--- src/rtl/riscv_mem_pkg.sv ---
`default_nettype none
// ============================================================================
//  Module      : riscv_mem_pkg
//  Description : Shared constants and types for the memory port arbiter.
//  Revision    : 1.0 - initial release
// ============================================================================
package riscv_mem_pkg;

    localparam logic [1:0] ST_IDLE   = 2'd0;
    localparam logic [1:0] ST_BUSY_I = 2'd1;
    localparam logic [1:0] ST_BUSY_D = 2'd2;

    localparam logic [2:0] FETCH_FUNCT3 = 3'b010;

    localparam int DEFAULT_TIMEOUT_CYCLES = 255;

    localparam logic GRANT_FETCH = 1'b0;
    localparam logic GRANT_DATA  = 1'b1;

    typedef struct packed {
        logic        we;
        logic [31:0] addr;
        logic [31:0] wdata;
        logic [2:0]  funct3;
    } mem_cmd_t;

endpackage
`default_nettype wire

--- src/rtl/bus_timeout_counter.sv ---
`default_nettype none
// ============================================================================
//  Module      : bus_timeout_counter
//  Description : Counts busy cycles; flags the cycle the count reaches LIMIT.
//  Revision    : 1.0 - initial release
// ============================================================================
module bus_timeout_counter #(
    parameter int LIMIT = 255,
    parameter int WIDTH = $clog2(LIMIT + 1)
) (
    input  logic clk_i,
    input  logic rst_ni,
    input  logic clear_i,
    input  logic enable_i,
    output logic expire_o
);

    localparam logic [WIDTH-1:0] LAST  = WIDTH'(LIMIT - 1);
    localparam logic [WIDTH-1:0] LIMIT_W = WIDTH'(LIMIT);

    logic [WIDTH-1:0] count_q;
    logic [WIDTH-1:0] count_d;

    always_comb begin
        count_d = count_q;
        if (clear_i) begin
            count_d = '0;
        end else if (enable_i && (count_q != LIMIT_W)) begin
            count_d = count_q + 1'b1;
        end
    end

    always_ff @(posedge clk_i or negedge rst_ni) begin
        if (!rst_ni) begin
            count_q <= '0;
        end else begin
            count_q <= count_d;
        end
    end

    // Asserted in the busy cycle whose closing edge makes the count equal LIMIT.
    assign expire_o = enable_i & ~clear_i & (count_q == LAST);

endmodule
`default_nettype wire

--- src/rtl/mem_port_arbiter.sv ---
`default_nettype none
// ============================================================================
//  Module      : mem_port_arbiter
//  Description : Round-robin arbiter sharing one memory port between fetch
//                and data requesters, with transaction timeout abort.
//  Revision    : 1.0 - initial release
// ============================================================================
module mem_port_arbiter
    import riscv_mem_pkg::*;
#(
    parameter int TIMEOUT_CYCLES = DEFAULT_TIMEOUT_CYCLES
) (
    input  logic        clk,
    input  logic        reset,

    input  logic        if_req,
    input  logic [31:0] if_addr,
    output logic [31:0] if_rdata,
    output logic        if_done,

    input  logic        d_req,
    input  logic        d_we,
    input  logic [31:0] d_addr,
    input  logic [31:0] d_wdata,
    input  logic [2:0]  d_funct3,
    output logic [31:0] d_rdata,
    output logic        d_done,

    output logic        if_stall,
    output logic        d_stall,

    output logic        m_req,
    output logic        m_we,
    output logic [31:0] m_addr,
    output logic [31:0] m_wdata,
    output logic [2:0]  m_funct3,
    input  logic        m_ready,
    input  logic [31:0] m_rdata,

    output logic        bus_err
);

    localparam int CNT_W = $clog2(TIMEOUT_CYCLES + 1);

    logic [1:0]  state_q, state_d;
    logic        last_grant_q, last_grant_d;
    mem_cmd_t    cmd_q, cmd_d;
    logic        m_req_q, m_req_d;
    logic [31:0] if_rdata_q, if_rdata_d;
    logic [31:0] d_rdata_q, d_rdata_d;
    logic        if_done_q, if_done_d;
    logic        d_done_q, d_done_d;
    logic        bus_err_q, bus_err_d;

    logic        if_elig;
    logic        d_elig;
    logic        sel_fetch;
    logic        sel_data;
    logic        busy;
    logic        expire;

    // A requester still holding req during its done cycle must not be regranted.
    assign if_elig = if_req & ~if_done_q;
    assign d_elig  = d_req  & ~d_done_q;
    assign busy    = (state_q != ST_IDLE);

    always_comb begin
        sel_fetch = 1'b0;
        sel_data  = 1'b0;
        if (state_q == ST_IDLE) begin
            if (if_elig && d_elig) begin
                if (last_grant_q == GRANT_FETCH) begin
                    sel_data = 1'b1;
                end else begin
                    sel_fetch = 1'b1;
                end
            end else if (if_elig) begin
                sel_fetch = 1'b1;
            end else if (d_elig) begin
                sel_data = 1'b1;
            end
        end
    end

    bus_timeout_counter #(
        .LIMIT (TIMEOUT_CYCLES),
        .WIDTH (CNT_W)
    ) u_timeout (
        .clk_i    (clk),
        .rst_ni   (reset),
        .clear_i  (sel_fetch | sel_data),
        .enable_i (busy),
        .expire_o (expire)
    );

    always_comb begin
        state_d      = state_q;
        last_grant_d = last_grant_q;
        cmd_d        = cmd_q;
        m_req_d      = m_req_q;
        if_rdata_d   = if_rdata_q;
        d_rdata_d    = d_rdata_q;
        if_done_d    = 1'b0;
        d_done_d     = 1'b0;
        bus_err_d    = 1'b0;

        case (state_q)
            ST_IDLE: begin
                if (sel_fetch) begin
                    state_d      = ST_BUSY_I;
                    last_grant_d = GRANT_FETCH;
                    m_req_d      = 1'b1;
                    cmd_d.we     = 1'b0;
                    cmd_d.addr   = if_addr;
                    cmd_d.wdata  = 32'd0;
                    cmd_d.funct3 = FETCH_FUNCT3;
                end else if (sel_data) begin
                    state_d      = ST_BUSY_D;
                    last_grant_d = GRANT_DATA;
                    m_req_d      = 1'b1;
                    cmd_d.we     = d_we;
                    cmd_d.addr   = d_addr;
                    cmd_d.wdata  = d_wdata;
                    cmd_d.funct3 = d_funct3;
                end
            end

            ST_BUSY_I: begin
                // m_ready wins over a simultaneous expiry.
                if (m_ready) begin
                    if_rdata_d = m_rdata;
                    if_done_d  = 1'b1;
                    m_req_d    = 1'b0;
                    state_d    = ST_IDLE;
                end else if (expire) begin
                    if_rdata_d = 32'd0;
                    if_done_d  = 1'b1;
                    bus_err_d  = 1'b1;
                    m_req_d    = 1'b0;
                    state_d    = ST_IDLE;
                end
            end

            ST_BUSY_D: begin
                if (m_ready) begin
                    if (!cmd_q.we) begin
                        d_rdata_d = m_rdata;
                    end
                    d_done_d = 1'b1;
                    m_req_d  = 1'b0;
                    state_d  = ST_IDLE;
                end else if (expire) begin
                    if (!cmd_q.we) begin
                        d_rdata_d = 32'd0;
                    end
                    d_done_d  = 1'b1;
                    bus_err_d = 1'b1;
                    m_req_d   = 1'b0;
                    state_d   = ST_IDLE;
                end
            end

            default: begin
                state_d = ST_IDLE;
                m_req_d = 1'b0;
            end
        endcase
    end

    always_ff @(posedge clk or negedge reset) begin
        if (!reset) begin
            state_q      <= ST_IDLE;
            last_grant_q <= GRANT_FETCH;
            cmd_q        <= '0;
            m_req_q      <= 1'b0;
            if_rdata_q   <= 32'd0;
            d_rdata_q    <= 32'd0;
            if_done_q    <= 1'b0;
            d_done_q     <= 1'b0;
            bus_err_q    <= 1'b0;
        end else begin
            state_q      <= state_d;
            last_grant_q <= last_grant_d;
            cmd_q        <= cmd_d;
            m_req_q      <= m_req_d;
            if_rdata_q   <= if_rdata_d;
            d_rdata_q    <= d_rdata_d;
            if_done_q    <= if_done_d;
            d_done_q     <= d_done_d;
            bus_err_q    <= bus_err_d;
        end
    end

    assign m_req    = m_req_q;
    assign m_we     = cmd_q.we;
    assign m_addr   = cmd_q.addr;
    assign m_wdata  = cmd_q.wdata;
    assign m_funct3 = cmd_q.funct3;

    assign if_rdata = if_rdata_q;
    assign d_rdata  = d_rdata_q;
    assign if_done  = if_done_q;
    assign d_done   = d_done_q;
    assign bus_err  = bus_err_q;

    assign if_stall = if_req & ~if_done_q;
    assign d_stall  = d_req  & ~d_done_q;

endmodule
`default_nettype wire

--- config.mk ---
export PLATFORM = sky130hd
export DESIGN_NAME = mem_port_arbiter
export DESIGN_NICKNAME = d
export VERILOG_FILES = /design/src/rtl/riscv_mem_pkg.sv /design/src/rtl/bus_timeout_counter.sv /design/src/rtl/mem_port_arbiter.sv
export SDC_FILE = /design/constraint.sdc
export NUM_CORES = 1
export LEC_CHECK = 0
export ABC_AREA = 1
export BUFFER_PORTS_ARGS = -buffer_cell sky130_fd_sc_hd__buf_2
export CORE_MARGIN = 4
export CORE_UTILIZATION = 48
export CTS_BUF_LIST = sky130_fd_sc_hd__clkbuf_16
export DETAILED_ROUTE_END_ITERATION = 6
export GPL_ROUTABILITY_DRIVEN = 0
export GPL_TIMING_DRIVEN = 0
export PLACE_DENSITY_LB_ADDON = 0.08
export SLEW_MARGIN = 20
export SYNTH_ARGS = -nofsm -noshare
export SYNTH_HDL_FRONTEND = slang
export SYNTH_HIERARCHICAL = 1
export SYNTH_SLANG_ARGS = --single-unit
--- constraint.sdc ---
create_clock -name clk -period 2.8 [get_ports clk]
set_input_delay 0.42 -clock clk [delete_from_list [all_inputs] [get_ports clk]]
set_output_delay 0.42 -clock clk [all_outputs]
set_load 0.05 [all_outputs]
# Yosys cells after proc, flatten, opt, wreduce, memory -nomap -nowiden
# Cells that the tools add are included.
[word_totals] ff_bits=147 input_bits=137 wordCells=77
[classes] n_addsub=1 n_eq_ne=6 n_mux=36 bitwise_logic=9 reduce_logical=12
[ops] cell="2-to-1 mux 32 bit" n=6
[ops] cell="2-to-1 mux 68 bit" n=2
[ops] cell="2-to-1 mux 1 bit" n=20
[ops] cell="2-to-1 mux 8 bit" n=2
[ops] cell="adder 8 x 1 -> 8 bit (second input constant)" n=1
[ops] cell="equality test 8 bit (second input constant)" n=1
[ops] cell="2-to-1 mux 2 bit" n=4
[ops] cell="inequality test 8 bit (second input constant)" n=1
[ops] cell="nonzero test 2 bit" n=4
[ops] cell="AND reduction 2 bit" n=3
[ops] cell="AND 1 bit" n=4
[ops] cell="inverter 1 bit" n=4
[ops] cell="one-hot mux 2 bit (2 select lines)" n=1
[ops] cell="inequality test 3 x 1 -> 1 bit (second input constant)" n=1
[ops] cell="inequality test 3 bit (second input constant)" n=1
[ops] cell="AND reduction 3 bit" n=1
[ops] cell="equality test 2 x 1 -> 1 bit (second input constant)" n=1
[ops] cell="equality test 2 bit (second input constant)" n=1
[ops] cell="logical AND 1 bit" n=2
[ops] cell="zero test 2 bit" n=1
[ops] cell="one-hot mux 1 bit (2 select lines)" n=1
[ops] cell="OR reduction 2 bit" n=1
[ops] cell="OR 1 bit" n=1

# Logic depth before layout (Yosys ltp)
[depth] depth_word=13 mapped_depth=15 mapped_depth_nobuf=13

# Hierarchy
# Netlist, hierarchy kept.
[by_module_without_submodules] mod="mem_port_arbiter" instances=1 cells_each=719 area_each_um2=6090.8
[by_module_without_submodules] mod="bus_timeout_counter" instances=1 cells_each=75 area_each_um2=528.0

# Least setup slack after synthesis
# No wires, ideal clock.
[synth_timing] path_kind="register to register" start="register d_done_q, in the netlist d_done" end="register d_rdata_q[23], in the netlist d_rdata[23]" t_arrival_ns=2.410 t_required_ns=2.673 path_slack_ns=0.263 stages_incl_launch_ff=16 synth_period_minus_slack_ns=2.537 cell_sequence="dfrtp_1 inv_1 nand2_1 nand2_1 nand2_2 inv_2 buf_2 inv_2 nand3_1 nor4_1 nor2_4 nor2_4 nand2_2 buf_2 nand2_1 o21ai_0"
[synth_via] elab_chain_cells=12 word_cells_on_any_way=15 cone_classes="mux: 6; bitwise: 6; reduce/logical: 3"
[synth_rtl] item="start, declared" line="mem_port_arbiter.sv:52" source="logic d_done_q, d_done_d;"
[synth_rtl] item="start signal, assigned" line="mem_port_arbiter.sv:189" source="d_done_q <= d_done_d;"
[synth_rtl] item="inverter 1 bit (*)" line="mem_port_arbiter.sv:64" source="assign d_elig = d_req & ~d_done_q;"
[synth_rtl] item="AND 1 bit (*)" line="mem_port_arbiter.sv:64"
[synth_rtl] item="2-to-1 mux 1 bit" line="mem_port_arbiter.sv:79" source="end else if (d_elig) begin"
[synth_rtl] item="2-to-1 mux 1 bit" line="mem_port_arbiter.sv:77" source="end else if (if_elig) begin"
[synth_rtl] item="2-to-1 mux 1 bit" line="mem_port_arbiter.sv:71" source="if (if_elig && d_elig) begin"
[synth_rtl] item="2-to-1 mux 1 bit" line="mem_port_arbiter.sv:70" source="if (state_q == ST_IDLE) begin"
[synth_rtl] item="OR 1 bit (*)" line="mem_port_arbiter.sv:91" source=".clear_i (sel_fetch | sel_data),"
[synth_rtl] item="inverter 1 bit (*)" line="bus_timeout_counter.sv:42" source="assign expire_o = enable_i & ~clear_i & (count_q == LAST);"
[synth_rtl] item="AND 1 bit (*) (2 in a row)" line="bus_timeout_counter.sv:42"
[synth_rtl] item="net expire" line="mem_port_arbiter.sv:60" source="logic expire;"
[synth_rtl] item="nonzero test 2 bit (no source line) (*)"
[synth_rtl] item="AND reduction 3 bit (no source line) (*)"
[synth_rtl] item="end signal, assigned" line="mem_port_arbiter.sv:187" source="d_rdata_q <= d_rdata_d;"
[synth_rtl] item="end, declared" line="mem_port_arbiter.sv:50" source="logic [31:0] d_rdata_q, d_rdata_d;"
# The timed path passes the listed nets; every way through them passes the cells marked *.
# A chain may end at the register's enable or synchronous reset.

# Final worst setup path
[layout_timing] start="register state_q[0]" end="register d_rdata_q[18], in the netlist d_rdata[18]"
[layout_via] elab_chain_cells=8 word_cells_on_any_way=11 cone_classes="eq/ne: 1; mux: 2; bitwise: 4; reduce/logical: 4"
[layout_rtl] item="start, declared" line="mem_port_arbiter.sv:45" source="logic [1:0] state_q, state_d;"
[layout_rtl] item="start signal, assigned" line="mem_port_arbiter.sv:182" source="state_q <= state_d;"
[layout_rtl] item="zero test 2 bit" line="mem_port_arbiter.sv:70"
[layout_rtl] item="2-to-1 mux 1 bit" line="mem_port_arbiter.sv:70"
[layout_rtl] item="OR 1 bit" line="mem_port_arbiter.sv:91"
[layout_rtl] item="inverter 1 bit" line="bus_timeout_counter.sv:42"
[layout_rtl] item="AND 1 bit (*) (2 in a row)" line="bus_timeout_counter.sv:42"
[layout_rtl] item="net expire" line="mem_port_arbiter.sv:60"
[layout_rtl] item="nonzero test 2 bit (no source line) (*)"
[layout_rtl] item="AND reduction 3 bit (no source line) (*)"
# Marks and branches as above.

==> key figures <==
Place
  • Port Buffers: 273
  • Placed cell areas: between 8000 and 9000 um2
  • Number of placed instances, taps included: between 1000 and 1500
  • Post-DP HPWL: 14.7 mm

Power
  • VDD IR-drop max: 0.871 mV
  • Pwr dens: 1460 nW/um2
  • Static leakage: 5.11 nW

Timing
  • Final hold violations: 0
  • Slew @ Worst Pin: 0.510 ns
  • Final Setup Violations: 0
  • RSZ-0062 raised after global routing: no
  • Max-slew violations: 0
  • Layout Skew: 0.00540 ns
  • Rel. slew slack: between 60% and 70%
  • Final worst path period share: 89.3%
  • Minimum clock period: approximately 2.5 ns
  • Highest Clock Rate: 400 MHz

Clock tree
  • CTS clk-pin slew, worst paths: 0.06 ns
  • Setup bufs post-CTS: 0
  • # clock sinks: around 150
  • CTS tree: yes
  • Total CTS buffers: 17
  • Clk_lat worst skew: 0.42 ns
  • H-tree depth: 4
  • Clk buf depth: 2
  • CTS root buf: clkbuf_16

Setup path
  • Worst path bufs/invs: 5
  • Slowest stage delay, CP: 0.38 ns
  • CP Data Arrival Time: ~2.8 ns
  • Crit. End Element: register
  • Cells along the critical path: inv_1, ha_1, buf_2, nand2_2, inv_4, inv_4, nand3_1, nor4_4, nor2_4, nor2_4, nand2_2, buf_2, o21ai_0
  • CP Max Fanout: 21
  • Critical Path RT: roughly 3.1 ns
  • Reg2reg start: state_q[0]
  • Cell family with most CP delay: simple AND/OR/NAND/NOR gates
  • Critical path class: reg2reg
  • Worst setup path start: state_q[0]
  • Critical-path top delay cell: dfrtp_1
  • Startpoint Class: register

Global route
  • Largest net degree at the start of global routing: ~100
  • GR Overflow Total: 0
  • Initial antenna violation count: 2
  • First-pass GRT wire length: 31.5 mm
  • GRT Util Overall: about a quarter
  • Vias in the first global route: 6162

Floorplanning
  • Initial cell density of the core: 49.6%
  • Core Region: 13300 um2
  • Die area: 15700 um2
  • Die Y: 125 um
  • Die width: 125 um
  • Num rows: 42
  • # IOs: 275

Yosys
  • Syn. warnings: 6
  • Area leader, netlist: dfrtp_1
  • Syn_nets: 936
  • Sequential area share after synthesis: between 50 and 60%
  • Synth Register Bits: around 150
  • Async set or reset register ratio after synthesis: 100%
  • Library cells used by synthesis: 27
  • Syn Area/Cell: 8.34 um2
  • Post-synth top area share: between 50% and 60%
  • Post-synth EDFFs: 0
  • Cells after synthesis: slightly below 800
  • Post-synthesis cell area: 6620 um2
  • Synth area leaders: dfrtp_1 56%, nand2_1 17%, nand3_1 5.7%
  • Main synth FF type: dfrtp_1

Job
  • Max_cap viols: 0

Layout
  • Layout cell share with drive strength beyond 1: 32.1%
  • Filler Cells Inserted: 1211
  • Final instance area: 8840 um2
  • Final nets: roughly 1200
  • Synthesis-to-finish area growth: 33.6%
  • Final Non-Filler Cells: 1276

Outcome
  • Outcome: finished, final reports clean

Detailed routing
  • Final WL: approximately 20 mm
  • Via Count: 6224
  • DR WL/cell: 15.4 um
  • Pre-antenna DRT Iters: 5
  • DRT antenna net count: 0
  • Vias/cell: 4.88
  • Iteration-0 DRC Markers: 400
  • DRC Markers: 0

Min path
  • Worst hold path type: in2reg
  • HP Start: d_wdata[21]
## stage by stage
stage	setup TNS, ns	worst slack, ns	total power (W)	hold WS [ns]	utilization, %
2_1_floorplan	0	0.263	0.00890	0.124	-
3_3_place_gp	-126.21	-0.830	0.0107	0.457	61.5
3_5_place_dp	-12.32	-0.270	0.0108	0.345	61.8
4_1_cts	0	0.0674	0.0131	0.212	66.2
5_1_grt	0	0.0591	0.0138	0.212	66.3
6_report	0	0.299	0.0130	0.226	66.3
## worst paths after layout
check	to	slack, ns	depth (start not counted)
setup / recovery	d_rdata[18]	0.30	13
hold / removal	m_wdata[21]	0.23	3
setup reg to reg	d_rdata[18]	0.30	13
hold reg to reg	m_wdata[10]	0.47	2
max in group asynchronous	m_we	1.48	3
min in group asynchronous	m_addr[24]	0.50	2
## layout by cell type (no fill, tap or decap), types with 3 or more instances in the layout
master,netlist,final
clkbuf_1,9,9
nand4_1,34,34
nand2_1,298,298
clkinv_1,0,5
inv_2,5,3
clkinv_2,1,3
nor2_1,11,10
buf_1,3,3
o21ai_0,38,38
bufinv_16,0,3
o21ai_1,32,32
inv_1,81,82
buf_2,22,293
nand2_2,4,4
clkbuf_16,0,17
dfrtp_1,147,147
xor2_1,3,3
nor2_4,4,4
nand3_1,76,76
ha_1,5,5
buf_4,8,8
buf_8,4,5
## tightest hold or removal path: cells and delay by family
kind / cells / cell delay [ns]
buffers and inverters: 1 / 0.08
AND/OR/NAND/NOR: 2 / 0.11
## what timing repair did
| item | 4_1_cts | 5_1_grt |
|---|---|---|
| cloned | 0 | 0 |
| hold buffers | 1 | 0 |
| endpoints found under the setup margin | 64 | 62 |
| hold endpoints to repair | 47 | 0 |
| gates resized for setup | 4 | 2 |
| pin swaps | 1 | 1 |
## cell families (layout without fill, tap and decap cells)
group / after synthesis / count (layout) / synth area share, %
AND/OR/NAND/NOR: 433 / 433 / 28.3
flip-flops: 147 / 147 / 55.6
buffers and inverters: 134 / 439 / 9.28
AO/OA/AOI/OAI: 72 / 72 / 5.46
adder cells (fa/ha/maj): 5 / 5 / 0.945
XOR/XNOR: 3 / 3 / 0.397
other: 0 / 1 / 0
## flip-flops by register name, summed over array words and instances (netlist names)
| signal | flops |
|---|---|
| m_wdata | 32 |
| state_q | 2 |
| bus_err | 1 |
| m_addr | 32 |
| u_timeout/count_q | 8 |
| d_done | 1 |
| m_funct3 | 3 |
| d_rdata | 32 |
| last_grant_q | 1 |
| m_we | 1 |
| m_req | 1 |
| if_done | 1 |
| if_rdata | 32 |
## metal layers
| layer | vias up | share of wire (%) | track usage [%] | wire (um) |
|---|---|---|---|---|
| met1 | 2849 | 42 | 31.5 | 8140 |
| li1 | 3097 | - | - | - |
| met3 | 31 | 8.5 | 8.23 | 1670 |
| met5 | - | 0.036 | 0 | 7 |
| met4 | 2 | 2.0 | 9.18 | 391 |
| met2 | 245 | 48 | 40.3 | 9390 |
## layout make-up
| class | count | area, um2 | area share, % |
|---|---|---|---|
| well taps | 176 | 220 | 2.49 |
| repair buffers | 275 | 1410 | 16.0 |
| inverters | 87 | 333 | 3.76 |
| clock inverters | 14 | 146 | 1.66 |
| clock buffers | 17 | 425 | 4.81 |
| plain buffers | 46 | 282 | 3.18 |
| diodes | 1 | 2.50 | 0.0283 |
| multi-input cells | 513 | 2340 | 26.5 |
| flip-flops and latches | 147 | 3680 | 41.6 |
## synthesized netlist by cell type, types with 5 or more instances
master    count
buf_2        22
buf_4         8
clkbuf_1      9
dfrtp_1     147
ha_1          5
inv_1        81
inv_2         5
nand2_1     298
nand3_1      76
nand4_1      34
nor2_1       11
o21ai_0      38
o21ai_1      32
## power by group
part / switching (W) / total, W / leakage (nW) / internal [W]
clock: 0.000843 / 0.00222 / 0.277 / 0.00137
sequential: 0.000497 / 0.00358 / 1.86 / 0.00308
combinational: 0.00551 / 0.00716 / 2.98 / 0.00165
total: 0.00685 / 0.0130 / 5.11 / 0.00610
No activity file was read; power rests on OpenSTA's default activity.
